==> src/rtl/window3x3_gen_if.sv <==
// Bus between the line-buffer controller, the 3x3 window former and the
// downstream stencil stage: column input side plus window output side.
interface window3x3_gen_if #(
  parameter int PIX_W  = 8,
  parameter int SELECT = 2
);
  // Column input from the line-buffer banks and controller
  logic                 SM_EN;
  logic                 stall;
  logic [SELECT-1:0]    Sel;
  logic [4*PIX_W-1:0]   bank_dout;
  logic                 frame_done;

  // Window output toward the stencil stage
  logic                 win_valid;
  logic [9*PIX_W-1:0]   win;
  logic [8:0]           win_col;
  logic [8:0]           win_row;
  logic                 frame_last;

  // Producer of columns / consumer of windows
  modport master (
    output SM_EN, stall, Sel, bank_dout, frame_done,
    input  win_valid, win, win_col, win_row, frame_last
  );

  // The window former itself
  modport slave (
    input  SM_EN, stall, Sel, bank_dout, frame_done,
    output win_valid, win, win_col, win_row, frame_last
  );
endinterface

==> src/rtl/window3x3_gen.sv <==
// 3x3 sliding-window former. Takes one column per accepted cycle from the
// four row banks, orders the three completed rows oldest-to-newest using Sel,
// shifts them into a 3x3 register window and emits one registered window per
// interior column with its coordinates and an end-of-frame marker.
module window3x3_gen #(
  parameter int IMG_W    = 512,
  parameter int ROWS_OUT = 510,
  parameter int PIX_W    = 8,
  parameter int SELECT   = 2
) (
  input  logic            CLK,
  input  logic            rst,
  window3x3_gen_if.slave  bus
);

  localparam int unsigned NBANK    = 4;
  localparam logic [8:0]  COL_LAST = 9'(IMG_W - 1);
  localparam logic [8:0]  ROW_LAST = 9'(ROWS_OUT - 1);

  typedef enum logic [1:0] {
    IDLE = 2'd0,
    FILL = 2'd1,
    RUN  = 2'd2
  } state_t;

  state_t state_q, state_d;

  logic [8:0] col_q, col_d;
  logic [8:0] row_q, row_d;

  // Window shift registers, element (r,c) at index 3*r+c
  logic [8:0][PIX_W-1:0] sh_q, sh_d;

  // Registered outputs
  logic                  win_valid_q, win_valid_d;
  logic [8:0][PIX_W-1:0] win_q, win_d;
  logic [8:0]            win_col_q, win_col_d;
  logic [8:0]            win_row_q, win_row_d;
  logic                  frame_last_q, frame_last_d;

  logic                  acc;
  logic                  emit;
  logic                  last;
  logic [2:0][PIX_W-1:0] new_pix;

  assign acc = bus.SM_EN & ~bus.stall;

  // Pick the three completed rows, oldest first, starting one bank past Sel
  always_comb begin
    logic [SELECT-1:0] idx;
    idx     = '0;
    new_pix = '0;
    for (int unsigned r = 0; r < 3; r++) begin
      idx        = bus.Sel + SELECT'(r + 1);
      new_pix[r] = bus.bank_dout[int'(idx) % NBANK * PIX_W +: PIX_W];
    end
  end

  // Next-state logic for FSM, counters, shift window and output registers
  always_comb begin
    state_d = state_q;
    col_d   = col_q;
    row_d   = row_q;
    sh_d    = sh_q;
    emit    = 1'b0;
    last    = 1'b0;

    if (bus.frame_done) begin
      state_d = IDLE;
      col_d   = '0;
      row_d   = '0;
      sh_d    = '0;
    end else if (acc) begin
      for (int unsigned r = 0; r < 3; r++) begin
        sh_d[3*r]     = sh_q[3*r+1];
        sh_d[3*r + 1] = sh_q[3*r+2];
        sh_d[3*r + 2] = new_pix[r];
      end

      if (col_q == COL_LAST) begin
        col_d = '0;
        row_d = (row_q == ROW_LAST) ? '0 : row_q + 9'd1;
      end else begin
        col_d = col_q + 9'd1;
      end

      unique case (state_q)
        IDLE: state_d = FILL;
        FILL: begin
          if (col_q == 9'd1) state_d = RUN;
        end
        RUN: begin
          emit = 1'b1;
          last = (row_q == ROW_LAST) && (col_q == COL_LAST);
          if (col_q == COL_LAST) state_d = FILL;
        end
        default: state_d = IDLE;
      endcase
    end

    // Window content and coordinates only move when a window is emitted,
    // so a stall or the FILL bubble leaves the last window visible.
    win_valid_d  = emit;
    frame_last_d = last;
    win_d        = emit ? sh_d : win_q;
    win_col_d    = emit ? col_q - 9'd1 : win_col_q;
    win_row_d    = emit ? row_q : win_row_q;
  end

  // FSM state register
  always_ff @(posedge CLK or posedge rst) begin
    if (rst) state_q <= IDLE;
    else     state_q <= state_d;
  end

  // Counters, shift window and registered outputs
  always_ff @(posedge CLK or posedge rst) begin
    if (rst) begin
      col_q        <= '0;
      row_q        <= '0;
      sh_q         <= '0;
      win_valid_q  <= 1'b0;
      win_q        <= '0;
      win_col_q    <= '0;
      win_row_q    <= '0;
      frame_last_q <= 1'b0;
    end else begin
      col_q        <= col_d;
      row_q        <= row_d;
      sh_q         <= sh_d;
      win_valid_q  <= win_valid_d;
      win_q        <= win_d;
      win_col_q    <= win_col_d;
      win_row_q    <= win_row_d;
      frame_last_q <= frame_last_d;
    end
  end

  assign bus.win_valid  = win_valid_q;
  assign bus.win        = win_q;
  assign bus.win_col    = win_col_q;
  assign bus.win_row    = win_row_q;
  assign bus.frame_last = frame_last_q;

endmodule

==> src/flat_wrapper.sv <==
// flat-port wrapper written by rule: the top's interface ports become plain ports
module window3x3_gen_flat 
#(
  parameter int IMG_W    = 512,
  parameter int ROWS_OUT = 510,
  parameter int PIX_W    = 8,
  parameter int SELECT   = 2
)
  (CLK, rst, bus_SM_EN, bus_stall, bus_Sel, bus_bank_dout, bus_frame_done, bus_win_valid, bus_win, bus_win_col, bus_win_row, bus_frame_last);
  window3x3_gen_if #(.PIX_W(PIX_W), .SELECT(SELECT)) bus_i ();
  input  logic CLK;
  input  logic rst;
  input wire logic [$bits(bus_i.SM_EN)-1:0] bus_SM_EN;
  input wire logic [$bits(bus_i.stall)-1:0] bus_stall;
  input wire logic [$bits(bus_i.Sel)-1:0] bus_Sel;
  input wire logic [$bits(bus_i.bank_dout)-1:0] bus_bank_dout;
  input wire logic [$bits(bus_i.frame_done)-1:0] bus_frame_done;
  output wire logic [$bits(bus_i.win_valid)-1:0] bus_win_valid;
  output wire logic [$bits(bus_i.win)-1:0] bus_win;
  output wire logic [$bits(bus_i.win_col)-1:0] bus_win_col;
  output wire logic [$bits(bus_i.win_row)-1:0] bus_win_row;
  output wire logic [$bits(bus_i.frame_last)-1:0] bus_frame_last;
  assign bus_i.SM_EN = bus_SM_EN;
  assign bus_i.stall = bus_stall;
  assign bus_i.Sel = bus_Sel;
  assign bus_i.bank_dout = bus_bank_dout;
  assign bus_i.frame_done = bus_frame_done;
  assign bus_win_valid = bus_i.win_valid;
  assign bus_win = bus_i.win;
  assign bus_win_col = bus_i.win_col;
  assign bus_win_row = bus_i.win_row;
  assign bus_frame_last = bus_i.frame_last;
  window3x3_gen #(.IMG_W(IMG_W), .ROWS_OUT(ROWS_OUT), .PIX_W(PIX_W), .SELECT(SELECT)) u_core (.CLK(CLK), .rst(rst), .bus(bus_i));
endmodule
==> config.mk <==
export PLATFORM = sky130hd
export DESIGN_NAME = window3x3_gen_flat
export DESIGN_NICKNAME = d
export VERILOG_FILES = /design/src/rtl/window3x3_gen_if.sv /design/src/rtl/window3x3_gen.sv /design/src/flat_wrapper.sv
export SDC_FILE = /design/constraint.sdc
export NUM_CORES = 1
export LEC_CHECK = 0
export CAP_MARGIN = 20
export CORE_MARGIN = 1
export CORE_UTILIZATION = 48
export CTS_BUF_LIST = sky130_fd_sc_hd__clkbuf_8
export DETAILED_ROUTE_END_ITERATION = 16
export PLACE_DENSITY = 0.84
export SYNTH_ARGS = -nofsm -noshare
export SYNTH_HDL_FRONTEND = slang
export SYNTH_SLANG_ARGS = --single-unit
==> constraint.sdc <==
create_clock -name CLK -period 7.9 [get_ports CLK]
set_clock_uncertainty 0.1 [all_clocks]
set_input_delay 1.58 -clock CLK [delete_from_list [all_inputs] [get_ports CLK]]
set_output_delay 1.58 -clock CLK [all_outputs]
set_load 0.02 [all_outputs]
==> results of run 1 <==
flip-flops by register name, indices dropped and copies added (netlist names):
name,flops
u_core.bus.frame_last,1
u_core.bus.win,72
u_core.bus.win_col,9
u_core.bus.win_row,9
u_core.bus.win_valid,1
u_core.col_q,9
u_core.row_q,9
u_core.sh_q,71
u_core.state_q,2
where the power goes:
group | internal (mW) | leakage, nW | total (mW) | switching (mW)
combinational | 0.0577 | 1.80 | 0.143 | 0.0858
sequential | 0.952 | 2.54 | 0.965 | 0.0129
clock | 0.286 | 0.203 | 0.613 | 0.327
total | 1.30 | 4.55 | 1.72 | 0.425
cell type report:
cell class | instances | area share [%]
clock buffer | 18 | 2.53
clock inverter | 14 | 1.39
inverter | 7 | 0.358
multi-input combinational | 495 | 32.3
sequential | 183 | 46.8
tap | 216 | 2.76
timing repair buffer | 137 | 13.9
worst max-delay path by stage:
stage               depth (start not counted)      startpoint  slack (ns)               endpoint
finish                                      7  bus_frame_done        3.31     u_core.bus.win[10]
global route                                7  bus_frame_done        3.21     u_core.bus.win[10]
CTS                                         7  bus_frame_done        3.34     u_core.bus.win[56]
detailed placement                          7  bus_frame_done        2.85     u_core.bus.win[58]
global placement                            7  bus_frame_done        2.91     u_core.bus.win[49]
floorplan                                   1             rst        1.25  u_core.bus.frame_last
routing by layer:
metal	part of all wire (%)	vias up	global-route usage (%)	wire (microns)
li1	-	2712	-	-
met1	44	2929	28.6	7940
met2	47	177	33.6	8470
met3	6.0	27	5.63	1080
met4	2.3	0	9.08	408
met5	0	-	0	0
logic make-up (layout without fill, tap and decap cells):
family	Yosys count	after routing	share of synthesized area [%]
AND/OR/NAND/NOR	258	258	13.7
AO/OA/AOI/OAI	125	125	9.11
multiplexers	94	94	14.3
adder cells (fa/ha/maj)	6	6	0.937
flip-flops	183	183	57.2
buffers and inverters	56	176	3.48
XOR/XNOR	12	12	1.31
critical path, delay by kind of cell:
kind                   cells  cell delay (ns)
buffers and inverters      4             1.28
muxes                      1             0.42
and+or+nand+nor            2             1.43
cell usage after synthesis, drive strengths merged:
cell / count
and3: 3
dfrtp: 183
and2: 1
nand2b: 3
nor3: 3
or4b: 1
a22o: 2
mux2: 62
o31ai: 1
buf: 27
o2111ai: 2
a31oi: 7
mux4: 10
nor2: 15
nand2: 199
o211a: 1
o211ai: 3
ha: 6
nand3b: 1
or3b: 2
mux2i: 22
xor2: 8
o21ai: 12
nor2b: 11
nand3: 8
inv: 7
and4: 6
a21oi: 71
or4: 1
a211oi: 15
nor4: 2
xnor2: 4
a21o: 11
nand4b: 1
clkbuf: 22
or2: 1
placed cells by master, fill, tap and decap left out, types with 3 or more instances in the layout:
cell and n:
clkbuf_8 18, a31oi_1 7, a211oi_1 15, o211ai_1 3, mux2_2 62, buf_4 6
a21o_1 11, clkinv_4 3, ha_1 6, xor2_1 8, mux2i_1 22, inv_1 8
o21ai_0 12, nor2_1 15, mux4_2 10, and4_1 6, xnor2_1 4, nand3_1 8
clkinv_2 4, clkdlybuf4s50_1 128, nor2b_1 10, nor3_1 3, nand2_1 199, dfrtp_1 183
a21oi_1 71, and3_1 3
metrics by stage:
stage,area [sq um],std cells
final,9780,1070
after global routing,9780,1070
after CTS,9760,1069
after detailed placement,9380,1037
after global placement,9380,1037
after floorplan,8010,734
==> flow_metrics.tcl, run 1 <==
set metrics [dict create \
    status "completed" \
    worstReg2RegStart "u_core.col_q[2]" \
    post-place-ws_ns 2.85 \
    wire_per_inst_microns 16.7 \
    multiInputGateArea_sq_um 3160 \
    clockBufferDepth 2 \
    period_needed_ns 4.59 \
    peakVddDrop_mv 0.106 \
    globalplace.congestion 0.834 \
    slowest_delay_ns 0.74 \
    ys_ff_latch 183 \
    timing.fmax_mhz 218 \
    relSlewSlack_pct 30.7 \
    cp_cell_sequence "buf_2, buf_4, or3b_1, or3b_4, clkinv_2, buf_4, mux2_2" \
    hpwlAfterDp_microns 11700 \
    drv_slew 0 \
    die_w_microns 131 \
    hold_class "flip-flop to flip-flop" \
    worstMarginPinSlew_ns 1.04 \
    yosys.area.top_type "dfrtp_1" \
    period_share_pct 58.2 \
    rows 46 \
    antenna_found_initial 0 \
    r2r-end "u_core.row_q[2]" \
    cts_sinks 183 \
    die_h_microns 131 \
    end_kind "flip-flop" \
    cts_tree "yes" \
    cp_slowest_cell "buf_4" \
    yosys_warnings 0 \
    synth_area_leaders "dfrtp_1 (57%), nand2_1 (9.3%), mux2_2 (8.7%)" \
    fin_nets 886 \
    antenna_left 0 \
    whs_path_depth 1 \
    pin_count 131 \
    min-delay-start "u_core.sh_q[40]" \
    overflow 0 \
    wl_microns 17900 \
    cts_root_buf "clkbuf_8" \
    ys_types 40 \
    register_area_sq_um 4580 \
    crit_path_max_fanout 82 \
    via_per_inst 5.46 \
    area_growth_pct 22.2 \
    cts_resized 0 \
    drive_gt1_share_pct 13.7 \
    first_global_vias 5684 \
    crit_top_cell "buf_4" \
    die_area_sq_um 17200 \
    tns_ns 0 \
    syn_avg_cell_area_sq_um 10.9 \
    worstSetupPathType "input port to flip-flop" \
    power.total_mw 1.72 \
    setup_ws_ns 3.31 \
    cts-htree-levels 4 \
    worst_ep_arrival_time_ns 4.85 \
    port_buffers 130 \
    drt-initial-drc-count 433 \
    syn_inst 734 \
    fin_util_pct 60.9 \
    rsz0062_at_grt "no" \
    drc_errors 0 \
    post-cts-setup-buffers 0 \
    required_ns 8.15 \
    diodes 0 \
    cts.clk_slew.worst_paths_ns 0.09 \
    grt_use_total_pct 21.6 \
    seq_area_frac_synth_pct 57.2 \
    nFillCells 1255 \
    coreArea_sq_um 16100 \
    yosysTopAreaCellShare_pct 57.2 \
    start_util_pct 49.9 \
    finalHoldViolCount 0 \
    leakagePower_nw 4.55 \
    grt_pass1_wl_microns 29200 \
    whs_ns 0.382 \
    synthesis.area_sq_um 8010 \
    r2r_slack_ns 5.21 \
    syn_nets 779 \
    hold_path_end "u_core.sh_q[40]" \
    clock_latency_ns 0.46 \
    firstDrtPassIters 5 \
    r2r_cells 7 \
    cts-hold-fix-buffers 0 \
    cts_buffers 17 \
    setup_viol 0 \
    cap_violations 0 \
    power_density_nw_per_um2 176 \
    grt_max_degree 101 \
    start_kind "input port" \
    via_count 5845 \
]
(Power assumes the default switching activity.)
==> run 2: changes to the inputs <==
--- a/config.mk
+++ b/config.mk
@@ -10,7 +10,7 @@
 export CORE_UTILIZATION = 48
 export CTS_BUF_LIST = sky130_fd_sc_hd__clkbuf_8
 export DETAILED_ROUTE_END_ITERATION = 16
-export PLACE_DENSITY = 0.84
+export PLACE_DENSITY = 0.87
 export SYNTH_ARGS = -nofsm -noshare
 export SYNTH_HDL_FRONTEND = slang
 export SYNTH_SLANG_ARGS = --single-unit
==> constraint.sdc (replaced) <==
create_clock -name CLK -period 4.21 [get_ports CLK]
set_clock_uncertainty 0.1 [all_clocks]
set_input_delay 0.842 -clock CLK [delete_from_list [all_inputs] [get_ports CLK]]
set_output_delay 0.842 -clock CLK [all_outputs]
set_load 0.02 [all_outputs]
==> run 2 against run 1 <==
Final cell count is 0.19% higher. Die area stayed put. Worst hold slack worse by 0.0014 ns. Non-clock buffer count is 2 higher. Critical path type unchanged. Register-to-register slack worse by 3.6 ns. Cell area is 0.90% higher. Sequential share of layout area is 0.42 points lower.
==> flow_metrics.tcl, run 2 (synthesis results as in run 1) <==
set metrics [dict create \
    cts_root_buf "clkbuf_8" \
    hpwlAfterDp_microns 12000 \
    port_buffers 130 \
    min-delay-start "u_core.bus.win[71]" \
    antenna_left 0 \
    drt-initial-drc-count 450 \
    rsz0062_at_grt "no" \
    p_sw_share_pct 24.5 \
    p_seq_share_pct 53.7 \
    timing.fmax_mhz 319 \
    grt_max_degree 184 \
    postLayoutCellArea_sq_um 9870 \
    die_h_microns 131 \
    first_global_vias 5707 \
    hold_path_end "u_core.bus.win[71]" \
    post-place-ws_ns 0.575 \
    stdcell_count 1072 \
    p_int_mw 2.55 \
    cts_sinks 183 \
    drive_gt1_share_pct 14.1 \
    p_sw_mw 0.825 \
    fin_util_pct 61.5 \
    relSlewSlack_pct 34.5 \
    overflow 0 \
    routedLengthMet1_microns 7910 \
    setup_ws_ns 1.07 \
    whs_path_depth 2 \
    cts-htree-levels 4 \
    required_ns 4.46 \
    die_w_microns 131 \
    rows 46 \
    power.share.combinational_pct 8.1 \
    status "completed" \
    worstSetupPathType "input port to flip-flop" \
    start_util_pct 49.9 \
    globalplace.congestion 0.813 \
    cts.clk_slew.worst_paths_ns 0.09 \
    r2r_cells 7 \
    area_growth_pct 23.3 \
    pin_count 131 \
    clkPwrFrac_pct 38.2 \
    wl_microns 17700 \
    peakVddDrop_mv 0.194 \
    final_common_cell "nand2_1" \
    cts_tree "yes" \
    die_area_sq_um 17200 \
    whs_ns 0.381 \
    period_share_pct 74.5 \
    drc_errors 0 \
    start_kind "input port" \
    fin_nets 888 \
    firstDrtPassIters 5 \
    power.total_mw 3.37 \
    setup_viol 0 \
    worstReg2RegStart "u_core.col_q[2]" \
    r2r_slack_ns 1.65 \
    period_needed_ns 3.14 \
    end_kind "flip-flop" \
    cts_resized 0 \
    dr.max_layer_used "met4" \
    power_density_nw_per_um2 342 \
    post-cts-setup-buffers 0 \
    cts-hold-fix-buffers 0 \
    postPlaceCellArea_sq_um 9440 \
    worstMarginPinSlew_ns 0.983 \
    coreArea_sq_um 16100 \
    met3WireLength_microns 923 \
    wire_per_inst_microns 16.6 \
    clockBufferDepth 2 \
    largest_reg_flops 72 \
    via_per_inst 5.44 \
    cap_violations 0 \
    leakagePower_nw 4.58 \
    diodes 0 \
    cts_buffers 17 \
    dp_cells 1040 \
    grt_use_total_pct 22.1 \
    via_count 5831 \
    antenna_found_initial 0 \
    crit_path_max_fanout 39 \
    drv_slew 0 \
    r2r-end "u_core.row_q[7]" \
    clock_latency_ns 0.47 \
    layout_common_cells "nand2_1 (199), dfrtp_1 (183), clkdlybuf4s50_1 (128)" \
    grt_pass1_wl_microns 29900 \
    tns_ns 0 \
    worst_ep_arrival_time_ns 3.39 \
    wl_met2_microns 8460 \
    nFillCells 1266 \
    finalHoldViolCount 0 \
    hold_class "flip-flop to flip-flop" \
]
## run 2: how the worst max path moves through the flow
| stage | from | endpoint | slack, ns |
|---|---|---|---|
| floorplan | rst | u_core.bus.frame_last | 0.92 |
| global route | bus_SM_EN | u_core.bus.win[19] | 0.95 |
| finish | bus_SM_EN | u_core.bus.win[0] | 1.07 |
| global placement | bus_SM_EN | u_core.bus.win[31] | 0.64 |
| detailed placement | bus_stall | u_core.bus.win[19] | 0.58 |
| CTS | bus_SM_EN | u_core.bus.win[19] | 1.08 |
## run 2: cell type report
type	instances	area [sq um]	area share [%]
flip-flops and latches	183	4580	46.4
repair buffers	139	1400	14.1
clock inverters	15	201	2.04
multi-input cells	495	3160	32.0
clock buffers	17	234	2.37
inverters	7	31.3	0.317
well taps	216	270	2.74
## run 2: power groups by stage
stage / Combinational (mW) / Sequential [mW] / Clock, mW
2_1_floorplan: 0.156 / 1.85 / 0
3_3_place_gp: 0.271 / 1.84 / 0
3_5_place_dp: 0.278 / 1.84 / 0
4_1_cts: 0.279 / 1.81 / 1.31
5_1_grt: 0.304 / 1.82 / 1.38
6_report: 0.275 / 1.81 / 1.29
## run 2: routing by layer
layer  global-route usage (%)  vias to the layer above
li1                         -                     2727
met2                     34.8                      192
met5                        0                        -
met3                     4.44                       35
met1                     30.0                     2877
met4                     8.82                        0
## run 2: critical path, stage by stage
cell,delay (ns)
clkdlybuf4s50_1,0.52
or3b_1,0.38
or3b_4,0.60
clkinv_2,0.30
buf_4,0.34
mux2_2,0.38
==> run 3: changes to the inputs <==
--- a/config.mk
+++ b/config.mk
@@ -10,7 +10,7 @@
 export CORE_UTILIZATION = 48
 export CTS_BUF_LIST = sky130_fd_sc_hd__clkbuf_8
 export DETAILED_ROUTE_END_ITERATION = 16
-export PLACE_DENSITY = 0.87
+export PLACE_DENSITY = 0.84
 export SYNTH_ARGS = -nofsm -noshare
 export SYNTH_HDL_FRONTEND = slang
 export SYNTH_SLANG_ARGS = --single-unit
==> constraint.sdc (replaced) <==
create_clock -name CLK -period 2.9 [get_ports CLK]
set_clock_uncertainty 0.1 [all_clocks]
set_input_delay 0.58 -clock CLK [delete_from_list [all_inputs] [get_ports CLK]]
set_output_delay 0.58 -clock CLK [all_outputs]
set_load 0.02 [all_outputs]
==> run 3 against run 2 <==
Cell area is 1.4% higher. Highest routed layer unchanged. Die area unchanged. Critical path depth did not move. First-iteration DRC count grew 10%. Via count grew 0.15%.
==> flow_metrics.tcl, run 3 (synthesis results as in run 1) <==
set metrics [dict create \
    status "completed" \
    cts_root_buf "clkbuf_8" \
    relSlewSlack_pct 65.8 \
    grt_pass1_wl_microns 30500 \
    largest_reg_flops 72 \
    dr.max_layer_used "met4" \
    peakVddDrop_mv 0.252 \
    wl_met2_microns 8730 \
    nFillCells 1299 \
    firstDrtPassIters 4 \
    die_area_sq_um 17200 \
    area_growth_pct 25.1 \
    finalHoldViolCount 0 \
    crit_path_max_fanout 33 \
    power_density_nw_per_um2 462 \
    drive_gt1_share_pct 15.5 \
    cp_slowest_cell "clkdlybuf4s50_1" \
    cts_sinks 183 \
    first_global_vias 5878 \
    cts_tree "yes" \
    die_h_microns 131 \
    power.total_mw 4.62 \
    wire_per_inst_microns 16.7 \
    via_count 5840 \
    timing.fmax_mhz 428 \
    port_buffers 130 \
    cts-htree-levels 4 \
    rows 46 \
    die_w_microns 131 \
    final_common_cell "nand2_1" \
    grt_use_total_pct 22.6 \
    period_needed_ns 2.33 \
    wl_microns 18200 \
    start_util_pct 49.9 \
    layout_common_cells "nand2_1 (199), dfrtp_1 (183), clkdlybuf4s50_1 (128)" \
    path_buf_inv 3 \
    p_seq_share_pct 56.8 \
    hold_class "input port to asynchronous set/reset pin" \
    grt_max_degree 59 \
    met3WireLength_microns 814 \
    post-cts-setup-buffers 0 \
    clockBufferDepth 2 \
    setup_ws_ns 0.566 \
    worstMarginPinSlew_ns 0.513 \
    p_sw_mw 1.15 \
    via_per_inst 5.37 \
    required_ns 3.15 \
    cts_buffers 17 \
    overflow 0 \
    coreArea_sq_um 16100 \
    p_sw_share_pct 25.0 \
    cp_cell_sequence "clkdlybuf4s50_1, or3b_1, or3b_4, clkinv_2, buf_12, mux2_2" \
    fin_nets 904 \
    pin_count 131 \
    post-place-ws_ns 0.0876 \
    routedLengthMet1_microns 8260 \
    rsz0062_at_grt "no" \
    cts_resized 0 \
    start_kind "input port" \
    cts-hold-fix-buffers 0 \
    period_share_pct 80.5 \
    cts.clk_slew.worst_paths_ns 0.09 \
    cap_violations 0 \
    clock_latency_ns 0.47 \
    slowest_delay_ns 0.47 \
    antenna_left 0 \
    globalplace.congestion 0.833 \
    hpwlAfterDp_microns 12700 \
    drt-initial-drc-count 495 \
    p_int_mw 3.47 \
    setup_viol 0 \
    antenna_found_initial 1 \
    end_kind "flip-flop" \
    drv_slew 0 \
    drc_errors 0 \
    cp_top_family "buffers and inverters" \
    worstSetupPathType "input port to flip-flop" \
    power.share.combinational_pct 9.2 \
    worst_ep_arrival_time_ns 2.58 \
    leakagePower_nw 4.65 \
    clkPwrFrac_pct 34.0 \
]
==> run 3: cell types whose count changed in the layout (fill, tap and decap cells not counted) <==
cell | previous run | this run
buf_12 | 3 | 11
buf_4 | 6 | 14
bufinv_16 | 4 | 1
clkinv_2 | 3 | 5
clkbuf_8 | 17 | 18
clkinv_4 | 2 | 1
diode_2 | 0 | 1
inv_1 | 6 | 7
inv_6 | 4 | 3
==> run 3: layout make-up <==
class | count | area (sq um) | share of cell area [%]
clock buffers | 18 | 248 | 2.47
clock inverters | 13 | 108 | 1.07
repair buffers | 155 | 1620 | 16.1
multi-input cells | 495 | 3160 | 31.5
flip-flops and latches | 183 | 4580 | 45.7
diodes | 1 | 2.50 | 0.0250
well taps | 216 | 270 | 2.70
inverters | 7 | 31.3 | 0.312
==> run 3: power groups by stage <==
stage	clock [mW]	sequential, mW	combinational (mW)
final	1.57	2.63	0.425
after floorplan	0	2.68	0.227
after detailed placement	0	2.68	0.429
after CTS	1.61	2.63	0.429
after global placement	0	2.67	0.419
after global routing	1.72	2.63	0.469
==> run 3: metal layers <==
| layer | up-vias | global-route usage, % |
|---|---|---|
| met5 | - | 0 |
| met4 | 0 | 8.69 |
| met3 | 30 | 5.36 |
| met2 | 165 | 36.0 |
| met1 | 2891 | 30.0 |
| li1 | 2754 | - |
==> run 3: path summary, 6_finish.rpt <==
kind / start / endpoint / slack, ns / depth (start not counted)
max reg2reg: u_core.col_q[2] / u_core.row_q[6] / 0.60 / 6
min in group CLK: u_core.bus.win[64] / u_core.bus.win[64] / 0.37 / 2
max: bus_SM_EN / u_core.bus.win[51] / 0.57 / 6
min reg2reg: u_core.bus.win[64] / u_core.bus.win[64] / 0.37 / 2
min: rst / u_core.bus.win_col[6] / 0.36 / 2
max in group asynchronous: rst / u_core.sh_q[30] / 1.73 / 3
==> run 3: stage by stage <==
stage / cells / hold slack, ns / TNS, ns / util [%] / area (sq um)
2_1_floorplan: 734 / 0.349 / -23.89 / - / 8010
3_3_place_gp: 1056 / 0.352 / 0 / 60.1 / 9660
3_5_place_dp: 1056 / 0.356 / 0 / 60.1 / 9660
4_1_cts: 1087 / 0.341 / 0 / 62.4 / 10000
5_1_grt: 1088 / 0.363 / 0 / 62.4 / 10000
6_report: 1088 / 0.362 / 0 / 62.4 / 10000
